==> config.mk <==
export PLATFORM = sky130hd
export DESIGN_NAME = req_onehot_arbiter
export DESIGN_NICKNAME = d
export VERILOG_FILES = /design/src/rtl/req_onehot_arbiter.sv
export SDC_FILE = /design/constraint.sdc
export NUM_CORES = 1
export LEC_CHECK = 0
export ABC_AREA = 1
export ABC_CLOCK_PERIOD_IN_PS = 4100
export CORE_MARGIN = 8
export CORE_UTILIZATION = 55
export DETAILED_ROUTE_END_ITERATION = 8
export PLACE_DENSITY_LB_ADDON = 0.05
export SYNTH_ARGS = -nofsm -noshare
export SYNTH_HDL_FRONTEND = slang
export SYNTH_SLANG_ARGS = --single-unit
export TNS_END_PERCENT = 10
==> constraint.sdc <==
create_clock -name clk -period 4.1 [get_ports clk]
set_clock_uncertainty 0.1 [all_clocks]
set_input_delay 0.615 -clock clk [delete_from_list [all_inputs] [get_ports clk]]
set_output_delay 0.615 -clock clk [all_outputs]
set_load 0.01 [all_outputs]
==> src/rtl/req_onehot_arbiter.sv <==
// rtl/req_onehot_arbiter.sv - rising-edge event capture with round-robin one-hot grant
// Feeds the 4-to-2 encoder: grant is one-hot whenever valid=1, so y is always a legal index.
module req_onehot_arbiter #(
    parameter int N = 4
) (
    input  logic         clk,
    input  logic         rst_n,
    input  logic [N-1:0] req,
    input  logic         ack,
    input  logic         clr_ovf,
    output logic [N-1:0] grant,
    output logic         valid,
    output logic [N-1:0] pending,
    output logic [N-1:0] overflow
);

    localparam int PW = (N > 1) ? $clog2(N) : 1;

    typedef enum logic [0:0] {
        IDLE  = 1'b0,
        GRANT = 1'b1
    } state_t;

    state_t        state_q, state_d;
    logic [N-1:0]  req_d_q, req_d_d;
    logic [N-1:0]  pending_q, pending_d;
    logic [N-1:0]  overflow_q, overflow_d;
    logic [N-1:0]  grant_q, grant_d;
    logic [PW-1:0] ptr_q, ptr_d;
    logic [PW-1:0] pick_q, pick_d;

    logic [N-1:0]  rise;
    logic [N-1:0]  clr;
    logic          found;
    logic [PW-1:0] pick_idx;
    logic [PW-1:0] idx_w;
    int            idx;

    always_comb begin
        rise       = req & ~req_d_q;
        clr        = (state_q == GRANT && ack) ? grant_q : '0;
        req_d_d    = req;
        pending_d  = (pending_q & ~clr) | rise;
        // A new edge on an already-pending line is lost work; clr_ovf cannot mask it.
        overflow_d = (clr_ovf ? '0 : overflow_q) | (rise & pending_q & ~clr);
    end

    // Round-robin search over registered pending, starting at ptr and wrapping.
    always_comb begin
        found    = 1'b0;
        pick_idx = '0;
        idx      = 0;
        idx_w    = '0;
        for (int k = 0; k < N; k++) begin
            idx = int'(ptr_q) + k;
            if (idx >= N) begin
                idx = idx - N;
            end
            idx_w = PW'(idx);
            if (!found && pending_q[idx_w]) begin
                found    = 1'b1;
                pick_idx = idx_w;
            end
        end
    end

    always_comb begin
        state_d = state_q;
        grant_d = grant_q;
        ptr_d   = ptr_q;
        pick_d  = pick_q;
        case (state_q)
            IDLE: begin
                grant_d = '0;
                if (found) begin
                    grant_d           = '0;
                    grant_d[pick_idx] = 1'b1;
                    pick_d            = pick_idx;
                    state_d           = GRANT;
                end
            end
            GRANT: begin
                if (ack) begin
                    grant_d = '0;
                    state_d = IDLE;
                    ptr_d   = (pick_q == PW'(N - 1)) ? '0 : pick_q + PW'(1);
                end
            end
            default: begin
                grant_d = '0;
                state_d = IDLE;
            end
        endcase
    end

    always_ff @(posedge clk or negedge rst_n) begin
        if (!rst_n) begin
            state_q    <= IDLE;
            req_d_q    <= '0;
            pending_q  <= '0;
            overflow_q <= '0;
            grant_q    <= '0;
            ptr_q      <= '0;
            pick_q     <= '0;
        end else begin
            state_q    <= state_d;
            req_d_q    <= req_d_d;
            pending_q  <= pending_d;
            overflow_q <= overflow_d;
            grant_q    <= grant_d;
            ptr_q      <= ptr_d;
            pick_q     <= pick_d;
        end
    end

    assign grant    = grant_q;
    assign valid    = (state_q == GRANT);
    assign pending  = pending_q;
    assign overflow = overflow_q;

endmodule

**Word level (Yosys, flattened, before mapping)**

Cells that the tools add are included.

- Flip-flop bits (word level): 21
- Bits of input ports: 8
- Output and inout bits: 13
- Word-level logic and storage cells: 77

- $add $sub $neg: 8
- $lt $le $gt $ge: 10
- Equality and inequality tests: 2
- Mux-type cells: 31
- Bitwise operators: 9
- Reduce and logical (&&, ||, !) cells: 10

Operator list:

| operator | number |
|---|---|
| 2-bit 2-to-1 mux | 9 |
| 4-bit bitwise AND | 4 |
| 4-bit 2-to-1 mux | 4 |
| 2-bit by 3-bit less-than comparator with 1-bit output, second input constant | 5 |
| 1-bit 2-to-1 mux | 11 |
| 3-bit >= comparator, second input constant | 3 |
| 1-bit binary-select mux with 2-bit select | 4 |
| 4-bit NOT | 2 |
| 4-bit OR | 2 |
| 4-bit one-hot mux with 2 select lines | 1 |
| 2-bit by 1-bit subtractor with 2-bit output, second input constant | 4 |
| 2-bit by 2-bit adder with 3-bit output, second input constant | 2 |
| 1-bit logical AND | 5 |
| 2-bit AND reduction | 2 |
| 2-bit by 1-bit adder with 3-bit output, second input constant | 1 |
| 2-bit by 3-bit >= comparator with 1-bit output, second input constant | 1 |
| 1-bit logical NOT | 3 |
| 2-bit by 1-bit adder with 2-bit output, second input constant | 1 |
| 1-bit demux with 2-bit select | 1 |
| 2-bit == test, second input constant | 1 |
| 2-bit by 1-bit >= comparator with 1-bit output, second input constant | 1 |
| 2-bit inequality test, second input constant | 1 |
| 1-bit one-hot mux with 2 select lines | 1 |
| 1-bit NOT | 1 |

**Longest topological paths before layout**

- Word-level depth: 20
- Gate-level depth with buffers: 12
- Depth with buffers taken out: 12

**Worst setup path before layout**

No wires, ideal clock.

- Path type: flip-flop to flip-flop
- Start point: reg ptr_q[0]
- End point: reg grant_q[1], in the netlist grant[1]
- Library setup time: 0.118 ns
- Arrival time: 1.297 ns
- Required time: 3.882 ns
- Slack: 2.586 ns
- Stages on the path, launching flop included: 12
- Buffers on the path: 1
- Period minus slack after synthesis: 1.514 ns
- Cells stage by stage: dfrtp_1 buf_4 nand2_1 nand2_1 nand2_2 nand2_4 nor2_8 nand2_2 nor2_2 nor2_4 nand3_1 nand2_1

- Cells in the longest elaborated chain, start to end: 20
- Elaborated cells between the ends (all ways): 44
- Classes of those cells: 7 x add/sub; 6 x order compare; 24 x mux; 7 x reduce/logical

RTL lines:

| item | line | source |
|---|---|---|
| start, declared | 29 | `logic [PW-1:0] ptr_q, ptr_d;` |
| start signal, assigned | 111 | `ptr_q <= ptr_d;` |
| parallel branches: the longest is 18 deep, another holds 2-bit by 1-bit adder with 3-bit output | n/a |  |
| 4-bit 2-to-1 mux (*) | 75 | `if (found) begin` |
| 4-bit one-hot mux with 2 select lines (*) | 72 | `case (state_q)` |
| end signal, assigned | 110 | `grant_q <= grant_d;` |
| end, declared | 28 | `logic [N-1:0] grant_q, grant_d;` |

Mark *: on every way between the ends. The select of a mux whose other input is x is not followed.
A chain may end at the register's enable or synchronous reset.

**Worst setup path after layout**

- Start point: reg pending_q[0], in the netlist pending[0]
- End point: out pending[0]

RTL lines:

| item | line | source |
|---|---|---|
| start, declared | 26 | `logic [N-1:0] pending_q, pending_d;` |
| start signal, assigned | 108 | `pending_q <= pending_d;` |
| end, declared | 13 | `output logic [N-1:0] pending,` |

No word-level cell between the ends.

==> results.sh <==
export IMPL_ys_flop_type="dfrtp_1"
export IMPL_grt_pass1_vias=1045
export IMPL_outcome="finished, final reports clean"
export IMPL_end_kind="primary output"
export IMPL_clkPwrFrac_pct=9.3
export IMPL_min_period_ps=2065
export IMPL_worst_slew_pin_transition_ps=958.2
export IMPL_grt_antenna_before_repair=0
export IMPL_holdBufCountCts=0
export IMPL_place_gp_congestion=0.8479
export IMPL_final_max_slew_violation_count=0
export IMPL_io_pins=21
export IMPL_fp_row_count=16
export IMPL_vias=1010
export IMPL_synthCells=147
export IMPL_die_x_um=62.24
export IMPL_holdCritStartpoint="req_d_q[3]"
export IMPL_nFillCells=166
export IMPL_wire_per_inst_um=13.39
export IMPL_clock_latency_ps=310
export IMPL_drc=0
export IMPL_synth_area_per_cell_um2=8.001
export IMPL_diodes=0
export IMPL_setup_tns_ps=0
export IMPL_cellLeakagePower_nw=0.7664
export IMPL_dr_pass1_iters=4
export IMPL_clockBufferDepth=2
export IMPL_synth_common_cells="nand2_1, dfrtp_1, inv_1"
export IMPL_p_per_area_nw_per_um2=802.1
export IMPL_synth_edff_count=0
export IMPL_slowest_stage="clkdlybuf4s50_1"
export IMPL_seq_area_frac_synth_pct=44.68
export IMPL_cts_root_buffer_cell="clkbuf_4"
export IMPL_io_buffer_count=20
export IMPL_hold_viol=0
export IMPL_p_comb_share_pct=60.8
export IMPL_max_cap_violations=0
export IMPL_crit_type="register to primary output"
export IMPL_fin_nets=180
export IMPL_ys_warn_count=0
export IMPL_crit_chain="clkdlybuf4s50_1"
export IMPL_reg2regPathDepth=10
export IMPL_maxSlewHeadroom_pct=35.92
export IMPL_critPathBufInv=1
export IMPL_whs_ps=382.0
export IMPL_synth_top_area_share_pct=44.68
export IMPL_dp_slack_ps=2132
export IMPL_drive_gt1_share_pct=16.47
export IMPL_ant_nets=0
export IMPL_path_delay_family="buffers and inverters"
export IMPL_holdPathStages=1
export IMPL_seqPwrFrac_pct=29.8
export IMPL_fin_crit_sh_pct=50.38
export IMPL_cts_sinks=21
export IMPL_setup_slack_ps=2035
export IMPL_cp_slowest_stage_delay_ps=580
export IMPL_clk_pin_slew_worst_paths_ps=130
export IMPL_avgViaCountPerCell=5.127
export IMPL_setup_viol=0
export IMPL_cts_resized=0
export IMPL_dp_hpwl_um=2061
export IMPL_cp_max_fo=5
export IMPL_startpoint_type="register"
export IMPL_dieArea_um2=3874
export IMPL_async_flop_share_pct=100.0
export IMPL_die_y_um=62.24
export IMPL_grt_overflow_total=0
export IMPL_cts_buffers=3
export IMPL_p_switching_w=0.0005772
export IMPL_arrival_ps=1350
export IMPL_tritoncts="built"
export IMPL_rr_endpoint="grant[0]"
export IMPL_grtUsageTotal_pct=14.02
export IMPL_post_cts_buffers=0
export IMPL_r2r_slack_ps=2110
export IMPL_hold_path_end="pending[3]"
export IMPL_h_tree_depth=1
export IMPL_syn2layout_area_growth_pct=21.81
export IMPL_r2r_start="ptr_q[0]"
export IMPL_cp_required_ps=3380
export IMPL_drt_wl_total_um=2638
export IMPL_syn_area_um2=1176
export IMPL_start_util_pct=59.34
export IMPL_synthTopCellsByArea="dfrtp_1, nand2_1, inv_1"
export IMPL_peakVddDrop_mv=0.5032
export IMPL_synth_nets=156
export IMPL_swShare_pct=50.23
export IMPL_grt_max_degree=22
export IMPL_maxClockFrequency_ghz=0.4842
export IMPL_core_area_um2=1982
export IMPL_p_int_w=0.0005719
export IMPL_ys_types=26
export IMPL_grt_pass1_wl_um=4554
export IMPL_yosysMostFrequentCell="nand2_1"
export IMPL_ys_seq_elements=21
export IMPL_rsz0062_at_grt="false"
export IMPL_yosysTopAreaCell="dfrtp_1"
export IMPL_min_path_type="register to register"
export IMPL_drt_initial_drc_count=37
through the flow:
step	util, %	power, W	cells	area, um^2
detailed placement	70.77	0.001039	193	1403
global placement	70.77	0.001014	193	1403
floorplan	-	0.0008462	147	1176
CTS	72.29	0.001150	197	1433
global route	72.29	0.001241	197	1433
finish	72.29	0.001149	197	1433
sequential cells by signal (all words and copies together), names as in the netlist:
name      count
overflow      4
pending       4
req_d_q       4
pick_q        2
grant         4
ptr_q         2
valid         1
cells in the final DEF (no fill, tap or decap):
cell type / n
nand4_1: 2
nand3_2: 1
nor2_1: 1
inv_1: 16
clkdlybuf4s50_1: 20
o21ai_0: 3
ha_1: 1
nand3b_1: 2
nand2_4: 5
nand3_1: 8
o32ai_1: 1
o21ai_4: 1
nand2_2: 8
o21ai_1: 2
clkbuf_4: 3
nor2_4: 1
dfrtp_1: 21
o22ai_1: 3
a21oi_1: 1
o211ai_1: 1
nand3b_2: 1
clkinvlp_4: 1
inv_2: 4
nand2_1: 59
o21ai_2: 1
o31ai_1: 1
nor2_2: 1
nor2_8: 1
routing by layer:
metal / wire (um) / up-vias / global-route usage [%]
met1: 1272 / 470 / 17.52
met4: 29 / 0 / 4.956
met3: 106 / 4 / 4.122
li1: - / 506 / -
met5: 0 / - / 0
met2: 1230 / 30 / 22.25
worst max-delay path by stage:
stage	start	to	slack (ps)	depth (start not counted)
2_1_floorplan	ptr_q[0]	grant[1]	2590	11
3_3_place_gp	ptr_q[0]	grant[1]	2240	11
6_report	pending[0]	pending[0]	2030	1
4_1_cts	pending[0]	pending[0]	2010	1
3_5_place_dp	ptr_q[0]	grant[0]	2130	10
5_1_grt	ptr_q[0]	grant[0]	1950	10
power by group through the flow:
| stage | clock network, W | logic, W | registers, W |
|---|---|---|---|
| after global routing | 0.000115 | 0.000775 | 0.000351 |
| after CTS | 0.000109 | 0.000699 | 0.000342 |
| final | 0.000107 | 0.000699 | 0.000343 |
| after detailed placement | 0 | 0.000694 | 0.000345 |
| after floorplan | 0 | 0.000508 | 0.000338 |
| after global placement | 0 | 0.000672 | 0.000342 |
cell type report:
cell class / count / area, um^2 / share of cell area (%)
Multi-Input combinational cell: 105 / 568.0 / 39.65
Sequential cell: 21 / 525.5 / 36.68
Timing Repair Buffer: 20 / 200.2 / 13.97
Inverter: 20 / 75.07 / 5.240
Tap cell: 27 / 33.78 / 2.358
Clock buffer: 3 / 22.52 / 1.572
Clock inverter: 1 / 7.507 / 0.5240
kinds of logic after synthesis:
logic type | after synthesis | share of synthesized area (%)
adders and majority gates | 1 | 1.064
buffers and inverters | 21 | 7.021
DFF | 21 | 44.68
and+or+nand+nor | 90 | 38.94
AOI/OAI and AO/OA | 14 | 8.298
Power figures use the tool's default switching activity.
